[config.mk]
export PLATFORM = sky130hd
export DESIGN_NAME = cdclib_lvlsync_filt
export DESIGN_NICKNAME = d
export VERILOG_FILES = /design/src/rtl/cdclib_lvlsync_pkg.sv /design/src/rtl/cdclib_lvlsync_filt_ch.sv /design/src/rtl/cdclib_lvlsync_filt.sv
export SDC_FILE = /design/constraint.sdc
export NUM_CORES = 1
export LEC_CHECK = 0
export CORE_AREA = 3 3 40 42
export CTS_CLUSTER_DIAMETER = 200
export CTS_CLUSTER_SIZE = 14
export DETAILED_ROUTE_END_ITERATION = 8
export DIE_AREA = 0 0 43 45
export HOLD_SLACK_MARGIN = 0.02
export PLACE_DENSITY = 0.45
export SLEW_MARGIN = 0
export SYNTH_ARGS = -nofsm -noshare
export SYNTH_HDL_FRONTEND = slang
export SYNTH_SLANG_ARGS = --single-unit
export TNS_END_PERCENT = 10
[constraint.sdc]
create_clock -name rd_clk -period 3.4 [get_ports rd_clk]
set_input_delay 1.02 -clock rd_clk [delete_from_list [all_inputs] [get_ports rd_clk]]
set_output_delay 1.02 -clock rd_clk [all_outputs]
set_load 0.02 [all_outputs]
[src/rtl/cdclib_lvlsync_pkg.sv]
`default_nettype none
// ---------------------------------------------------------------------------
// cdclib_lvlsync_pkg : parameter limits and helpers for the filtered level sync
// Rev 1.0
// ---------------------------------------------------------------------------
package cdclib_lvlsync_pkg;

  localparam int SYNC_MIN = 2;
  localparam int SYNC_MAX = 4;
  localparam int FILT_MIN = 1;
  localparam int FILT_MAX = 255;

  // Holds 0..FILT_CNT, so the stability counter can never wrap.
  function automatic int cnt_width(input int filt_cnt);
    return $clog2(filt_cnt + 1);
  endfunction

  function automatic logic inactive_level(input int active_level);
    return (active_level == 0) ? 1'b1 : 1'b0;
  endfunction

endpackage
`default_nettype wire

[src/rtl/cdclib_lvlsync_filt_ch.sv]
`default_nettype none
// ---------------------------------------------------------------------------
// cdclib_lvlsync_filt_ch : one channel - sync chain, stability filter, strobes.
// Optional sticky change flag under CDCLIB_LVLSYNC_STICKY_EN.  Rev 1.0
// ---------------------------------------------------------------------------
module cdclib_lvlsync_filt_ch
  import cdclib_lvlsync_pkg::*;
#(
  parameter int SYNCSTAGE     = 2,
  parameter int FILT_CNT      = 4,
  parameter int ACTIVE_LEVEL  = 1,
  parameter int EN_PULSE_MODE = 0
) (
  input  logic rd_clk,
  input  logic rd_rst_n,
  input  logic data_in,
`ifdef CDCLIB_LVLSYNC_STICKY_EN
  input  logic sticky_clr,
  output logic chg_sticky,
`endif
  output logic data_out,
  output logic data_lvl,
  output logic rise_pls,
  output logic fall_pls
);

  localparam int             CW        = cnt_width(FILT_CNT);
  localparam logic [CW-1:0]  CNT_LAST  = CW'(FILT_CNT - 1);
  localparam logic           LVL_INACT = inactive_level(ACTIVE_LEVEL);
  localparam logic           LVL_ACT   = ~LVL_INACT;

  if (SYNCSTAGE < SYNC_MIN || SYNCSTAGE > SYNC_MAX ||
      FILT_CNT < FILT_MIN || FILT_CNT > FILT_MAX) begin : g_param_err
    $error("cdclib_lvlsync_filt_ch: illegal SYNCSTAGE or FILT_CNT");
  end

  logic [SYNCSTAGE-1:0] sync_q, sync_d;
  logic [CW-1:0]        cnt_q, cnt_d;
  logic                 lvl_q, lvl_d;
  logic                 rise_q, rise_d;
  logic                 fall_q, fall_d;
  logic                 sync_last;

  assign sync_last = sync_q[SYNCSTAGE-1];

  always_comb begin
    sync_d = {sync_q[SYNCSTAGE-2:0], data_in};
    cnt_d  = cnt_q;
    lvl_d  = lvl_q;
    rise_d = 1'b0;
    fall_d = 1'b0;
    if (sync_last == lvl_q) begin
      cnt_d = '0;
    end else if (cnt_q == CNT_LAST) begin
      lvl_d  = sync_last;
      cnt_d  = '0;
      rise_d = (sync_last == LVL_ACT);
      fall_d = (sync_last == LVL_INACT);
    end else begin
      cnt_d = cnt_q + CW'(1);
    end
  end

  always_ff @(posedge rd_clk) begin
    if (!rd_rst_n) begin
      sync_q <= {SYNCSTAGE{LVL_INACT}};
      cnt_q  <= '0;
      lvl_q  <= LVL_INACT;
      rise_q <= 1'b0;
      fall_q <= 1'b0;
    end else begin
      sync_q <= sync_d;
      cnt_q  <= cnt_d;
      lvl_q  <= lvl_d;
      rise_q <= rise_d;
      fall_q <= fall_d;
    end
  end

  assign data_lvl = lvl_q;
  assign rise_pls = rise_q;
  assign fall_pls = fall_q;

  if (EN_PULSE_MODE != 0) begin : g_pulse_out
    assign data_out = rise_q | fall_q;
  end else begin : g_level_out
    assign data_out = lvl_q;
  end

`ifdef CDCLIB_LVLSYNC_STICKY_EN
  logic sticky_q, sticky_d;

  // A strobe arriving with a clear keeps the flag set so no change is lost.
  always_comb begin
    sticky_d = sticky_q;
    if (rise_q || fall_q) begin
      sticky_d = 1'b1;
    end else if (sticky_clr) begin
      sticky_d = 1'b0;
    end
  end

  always_ff @(posedge rd_clk) begin
    if (!rd_rst_n) begin
      sticky_q <= 1'b0;
    end else begin
      sticky_q <= sticky_d;
    end
  end

  assign chg_sticky = sticky_q;
`endif

endmodule
`default_nettype wire

[src/rtl/cdclib_lvlsync_filt.sv]
`default_nettype none
// ---------------------------------------------------------------------------
// cdclib_lvlsync_filt : multi-channel filtered level synchroniser (top).
// Optional sticky change flags under CDCLIB_LVLSYNC_STICKY_EN.  Rev 1.0
// ---------------------------------------------------------------------------
module cdclib_lvlsync_filt
  import cdclib_lvlsync_pkg::*;
#(
  parameter int NUM_CH        = 1,
  parameter int SYNCSTAGE     = 2,
  parameter int FILT_CNT      = 4,
  parameter int ACTIVE_LEVEL  = 1,
  parameter int EN_PULSE_MODE = 0
) (
  input  logic              rd_clk,
  input  logic              rd_rst_n,
  input  logic [NUM_CH-1:0] data_in,
`ifdef CDCLIB_LVLSYNC_STICKY_EN
  input  logic [NUM_CH-1:0] sticky_clr,
  output logic [NUM_CH-1:0] chg_sticky,
`endif
  output logic [NUM_CH-1:0] data_out,
  output logic [NUM_CH-1:0] data_lvl,
  output logic [NUM_CH-1:0] rise_pls,
  output logic [NUM_CH-1:0] fall_pls
);

  for (genvar i = 0; i < NUM_CH; i++) begin : g_ch
    cdclib_lvlsync_filt_ch #(
      .SYNCSTAGE    (SYNCSTAGE),
      .FILT_CNT     (FILT_CNT),
      .ACTIVE_LEVEL (ACTIVE_LEVEL),
      .EN_PULSE_MODE(EN_PULSE_MODE)
    ) u_ch (
      .rd_clk    (rd_clk),
      .rd_rst_n  (rd_rst_n),
      .data_in   (data_in[i]),
`ifdef CDCLIB_LVLSYNC_STICKY_EN
      .sticky_clr(sticky_clr[i]),
      .chg_sticky(chg_sticky[i]),
`endif
      .data_out  (data_out[i]),
      .data_lvl  (data_lvl[i]),
      .rise_pls  (rise_pls[i]),
      .fall_pls  (fall_pls[i])
    );
  end

endmodule
`default_nettype wire

After elaboration in Yosys (flattened, before gate mapping). Index checks and enable logic that the tools add are counted.

Add/subtract/negate cells: 1. Bitwise gates (word level): 4. Equality and inequality tests: 2. Reductions and logical operators: 3.

Operators with widths (count): 3-bit OR reduction (2); 1-bit NOT (4); 3-bit by 1-bit adder with 3-bit output, second input constant (1); 3-bit by 2-bit equality test with 1-bit output, second input constant (1); 2-bit AND reduction (1); 1-bit equality test (1).

Flip-flop bits (word level): 8. Logic and storage cells: 15. Input port bits: 3.

Longest topological paths before layout.
Depth after elaboration: 3. Mapped depth: 4. Depth with buffers taken out: 4.

Least setup slack after synthesis. No wires, ideal clock.

Path kind: register to output. From: register g_ch[0].u_ch.lvl_q. To: output data_out. Data required time: 2380 ps. Arrival time: 688 ps. Setup slack: 1692 ps. Stages on the path, launching flop included: 2. Path through: dfxtp_1 -> buf_4.

RTL lines: start, declared (line cdclib_lvlsync_filt_ch.sv:39) `logic lvl_q, lvl_d;`; start signal, assigned (line cdclib_lvlsync_filt_ch.sv:74) `lvl_q <= lvl_d;`; end, declared (line cdclib_lvlsync_filt.sv:22) `output logic [NUM_CH-1:0] data_out,`.

No word-level cell between the ends.

Worst setup path in the final report.
From: register g_ch[0].u_ch.lvl_q. To: output data_lvl.

RTL lines: end, declared (line cdclib_lvlsync_filt.sv:23) `output logic [NUM_CH-1:0] data_lvl,`.

No word-level cell between the ends.

==> run_results.csv <==
group,metric,value,unit
place,pre_cts_slack,1.34,ns
setup_path,cp-start-kind,"register",
detailed_routing,drt-total-wl,413,um
power_and_ir_drop,ir_worst_vdd,0.232,mV
setup_path,rr_endpoint,"g_ch[0].u_ch.cnt_q[0]$_SDFF_PP0_",
setup_path,r2r_slack,2.21,ns
synthesis,syn_area,283,um2
hold_path,hold_class,"reg -> reg",
synthesis,netlist_instances,23,
clock_tree,root_buffer,"clkbuf_4",
clock_tree,cts_tree,"yes",
detailed_routing,vias,191,
synthesis,syn_avg_cell_area,12.3,um2
detailed_routing,routedWlPerCell,8.98,um
sta,setup_viol_count_final,0,
detailed_routing,drt-vias-per-instance,4.15,
setup_path,crit_type,"reg -> out",
synthesis,ys_types,12,
sta,tns,0,ns
die,pin_count,7,
clock_tree,hold_buffers,0,
setup_path,worstPathBufferInverterCount,1,
die,die_x,43,um
hold_path,min_to,"g_ch[0].u_ch.sync_q[1]$_SDFF_PN0_",
sta,final.setup_skew,0.00721,ns
power_and_ir_drop,power_density,458,mW/mm2
job,drv_cap,0,
global_routing,grt_max_degree,8,
cells_and_area,drive_gt1_frac,0.129,
die,dieArea,0.00194,mm2
place,port_buffers,6,
place,gp_congestion,0.609,
setup_path,crit_chain,"clkdlybuf4s50_1",
synthesis,ys_seq_area_frac,0.566,
setup_path,crit_family,"buffers and inverters",
die,coreArea,0.00128,mm2
detailed_routing,first_iter_violations,1,
detailed_routing,dr.pass1.iters,4,
setup_path,end_kind,"output port",
setup_path,path_max_fanout,6,
detailed_routing,drc,0,
sta,fin_crit_sh,0.687,
setup_path,crit_slowest_cell,"clkdlybuf4s50_1",
synthesis,synth_warnings,0,
global_routing,grtUsageMet3,0.0717,
sta,fmax,0.428,GHz
die,num_rows,13,
synthesis,ys_seq_elements,8,
sta,slew_viol_final,0,
clock_tree,cts_made_buffers,3,
sta,finalCriticalPeriod,2.34,ns
clock_tree,post_cts_buffers,0,
place,dpl.hpwl,293,um
clock_tree,cts_resized,0,
hold_path,holdPathStages,1,
cells_and_area,area_delta_synth_final,33.2,%
clock_tree,clkSinkCount,8,
detailed_routing,ant_nets,0,
cells_and_area,n_antenna_cell,0,
power_and_ir_drop,leakage,0.000133,uW
global_routing,grt_pass1_vias,179,
sta,worst_pin_slew,0.256,ns
global_routing,grt_pass1_wl,779,um
global_routing,grt_usage,0.0592,
cells_and_area,nNetsFinal,38,
setup_path,slowest_delay,0.64,ns
synthesis,synth_nets,28,
global_routing,grt_use_met2,0.0749,
global_routing,gr-max-usage-layer,"met2",
setup_path,ff2ff_path_depth,3,
hold_path,hold_start,"g_ch[0].u_ch.sync_q[0]$_SDFF_PN0_",
sta,setup_ws,1.06,ns
die,initial_utilization,0.220,
sta,hold_viol,0,
setup_path,cp.required,2.38,ns
clock_tree,clockBufferDepth,2,
sta,maxSlewHeadroom,0.827,
setup_path,r2r-start,"g_ch[0].u_ch.cnt_q[0]$_SDFF_PP0_",
outcome,status,"complete, no violations",
clock_tree,cts.clk_slew.worst_paths,0.06,ns
global_routing,antenna_found_initial,0,
die,die_h,45,um
clock_tree,clk_latency,0.25,ns
global_routing,met1_usage,0.0678,
clock_tree,cts.htree.levels,1,
setup_path,worstPathArrival,1.32,ns
sta,rsz0062_at_grt,"no",
global_routing,grt.overflow.total,0,
cell usage after synthesis:
library cell	instances	area [um2]
and2_1	2	12.5
and4bb_2	1	12.5
buf_4	1	7.51
dfxtp_1	8	160
ha_1	2	25.0
inv_1	1	3.75
mux2i_1	1	10.0
nand2_1	1	3.75
nor2b_1	1	6.26
nor3b_1	2	15.0
nor4b_1	2	17.5
xnor2_1	1	8.76
area by class of cell:
| type | count | area, um2 |
|---|---|---|
| Fill cell | 135 | 908 |
| Sequential cell | 8 | 160 |
| Multi-Input combinational cell | 13 | 111 |
| Timing Repair Buffer | 6 | 60.1 |
| Clock buffer | 3 | 22.5 |
| Tap cell | 15 | 18.8 |
| Inverter | 1 | 3.75 |
cells in the final DEF, fill, tap and decap left out:
| cell type | count |
|---|---|
| dfxtp_1 | 8 |
| clkdlybuf4s50_1 | 6 |
| clkbuf_4 | 3 |
| and2_1 | 2 |
| nor4b_1 | 2 |
| nor3b_1 | 2 |
| ha_1 | 2 |
| inv_1 | 1 |
| xnor2_1 | 1 |
| nand2_1 | 1 |
| mux2i_1 | 1 |
| nor2b_1 | 1 |
| and4bb_2 | 1 |
cells by family after synthesis:
logic type / count (synthesis) / share of synthesized area
XOR/XNOR: 1 / 0.0310
AND/OR/NAND/NOR: 9 / 0.239
multiplexers: 1 / 0.0354
buffers and inverters: 2 / 0.0398
adder cells (fa/ha/maj): 2 / 0.0885
flip-flops: 8 / 0.566
registers in the layout, summed over array words and instances (netlist names):
register	flops
g_ch.u_ch.data_lvl	1
g_ch.u_ch.cnt_q	3
g_ch.u_ch.fall_pls	1
g_ch.u_ch.sync_q	2
g_ch.u_ch.rise_pls	1
through the flow:
step	total power (uW)	cells	area, um2	utilization	hold slack [ns]
3_5_place_dp	104	43	354	0.276	0.419
6_report	173	46	377	0.293	0.430
4_1_cts	176	46	377	0.293	0.434
5_1_grt	184	46	377	0.293	0.460
3_3_place_gp	103	43	354	0.276	0.418
2_1_floorplan	100	23	283	-	0.408
layer usage:
layer  share of wire  up-vias  wire length (um)
met4               0        0                 0
met5               0        -                 0
li1                -       98                 -
met2            0.40        7               165
met3           0.087        0                36
met1            0.51       86               210
report_power, final:
part / switching [uW] / leakage [uW] / internal [uW] / total, uW
Combinational: 1.69 / 0.0000545 / 3.70 / 5.39
Sequential: 0.845 / 0.0000649 / 95.3 / 96.2
Clock: 30.7 / 0.0000138 / 40.3 / 71.0
Total: 33.2 / 0.000133 / 139 / 173
worst max path at each step:
stage,startpoint,endpoint,slack (ns),depth (start not counted)
finish,g_ch[0].u_ch.data_lvl$_SDFFE_PN0P_,data_lvl,1.06,1
global route,g_ch[0].u_ch.data_lvl$_SDFFE_PN0P_,data_out,0.99,1
CTS,g_ch[0].u_ch.data_lvl$_SDFFE_PN0P_,data_lvl,1.06,1
detailed placement,g_ch[0].u_ch.data_lvl$_SDFFE_PN0P_,data_lvl,1.34,1
global placement,g_ch[0].u_ch.data_lvl$_SDFFE_PN0P_,data_out,1.37,1
floorplan,g_ch[0].u_ch.data_lvl$_SDFFE_PN0P_,data_out,1.69,1
(Power assumes the default switching activity.)
==> variant: new RTL, same flow settings <==
Set the parameter `NUM_CH` to 2 (it was 1).
--- a/src/rtl/cdclib_lvlsync_filt.sv
+++ b/src/rtl/cdclib_lvlsync_filt.sv
@@ -6,7 +6,7 @@
 module cdclib_lvlsync_filt
   import cdclib_lvlsync_pkg::*;
 #(
-  parameter int NUM_CH        = 1,
+  parameter int NUM_CH        = 2,
   parameter int SYNCSTAGE     = 2,
   parameter int FILT_CNT      = 4,
   parameter int ACTIVE_LEVEL  = 1,
Interface: changed (5 resized); port bits go from 7 to 12. The function was not compared with the original's and may differ.
==> variant against the original RTL <==
Worst hold slack improved by 0.0074 ns; sequential cell count is 8 higher; global-route usage up 5.4 points; synthesized area up 120%; final area grew 90%; sequential power up 100%; power grew 86%; worst setup slack worse by 0.055 ns; wire length increased by 120%; critical path type unchanged.
==> variant: results (changes against the original RTL) <==
FF-to-FF End=g_ch[0].u_ch.rise_pls; Hold EP=g_ch[0].u_ch.cnt_q[0]; Syn Nets=61 (+120%); Synth top cells by count=16 x dfxtp_1, 8 x buf_4; Post-Synth Adder-Cell Area=0.08130 (-0.007195); cell total after placement=70 (+63%); post-synth cell types=13 (+1); clk_skew=0.003243 ns (-0.003968 ns); min-delay src=g_ch[0].u_ch.cnt_q[0]; synthesized area per cell=11.61 sq um (-5.5%); Port-buffer cells=11 (+5); register area share after synthesis=0.5203 (-0.04605); Area after DPL=679.4 sq um (+92%); mux cell area share after synthesis=0.03252 (-0.002878); nets=68 (+79%); DP Worst Slack=1.150 ns (-0.1895 ns); Slew headroom=0.7480 (-0.07874); layout cell share with drive strength beyond 1=0.1017 (-0.02734); Worst Path Arrival=1.37 ns (+0.05 ns); grt met2 use=0.2186 (+0.1437); Leak Pwr=0.2560 nW (+92%); routability cong.=0.6834 (+12%); Post-Synth XOR/XNOR Area=0.02846 (-0.002518); drt wl/cell=12.36 um (+38%); clock slew seen by the registers of the worst setup and hold paths=0.09 ns (+0.03 ns); top flop regs=g_ch.u_ch.cnt_q x6, g_ch.u_ch.sync_q x4; vias in the first global route=385 (+120%); GR Util All Layers=0.1134 (+0.05423); vias=361 (+89%); Max IR drop VDD=0.0003573 V (+54%); sum of routed wire length over all layers=915 um (+120%); met3 Track Usage GR=0.05976 (-0.01195); first-pass GRT wire length=1587 um (+100%); hpwl dp=722.6 um (+150%); First DRT Iteration DRCs=0 (-1); Fin Hold WS=0.4375 ns (+0.007407 ns); met1 Use GR=0.1015 (+0.03369); CP endpoint=data_out[0]; Clock Latency Late Sink=0.28 ns (+0.03 ns); outcome=finished, final reports clean
variant: changes by cell type after synthesis, sizes merged:
cell    before  now
and2         2    4
and4bb       1    2
buf          1    9
dfxtp        8   16
ha           2    4
inv          1    2
mux2i        1    2
nand2        1    2
nor2b        1    2
nor3b        2    4
nor4b        2    4
xnor2        1    2
variant: report_power, final:
group	total (W)	switching, W	internal [W]
combinational	0.00000987	0.00000343	0.00000644
clock	0.000120	0.0000547	0.0000652
sequential	0.000192	0.00000168	0.000190
variant: cell type report:
cell class / count / area [sq um]
Tap cell: 15 / 18.77
Clock buffer: 4 / 36.28
Fill cell: 108 / 569.3
Timing Repair Buffer: 11 / 110.1
Sequential cell: 16 / 320.3
Multi-Input combinational cell: 26 / 222.7
Inverter: 2 / 7.507
variant: routing by layer:
metal  share of wire  vias to the layer above  wire, um
li1                -                      182         -
met1            0.36                      168       328
met2            0.57                        7       524
met3           0.054                        4        49
met4           0.014                        0        13
met5               0                        -         0
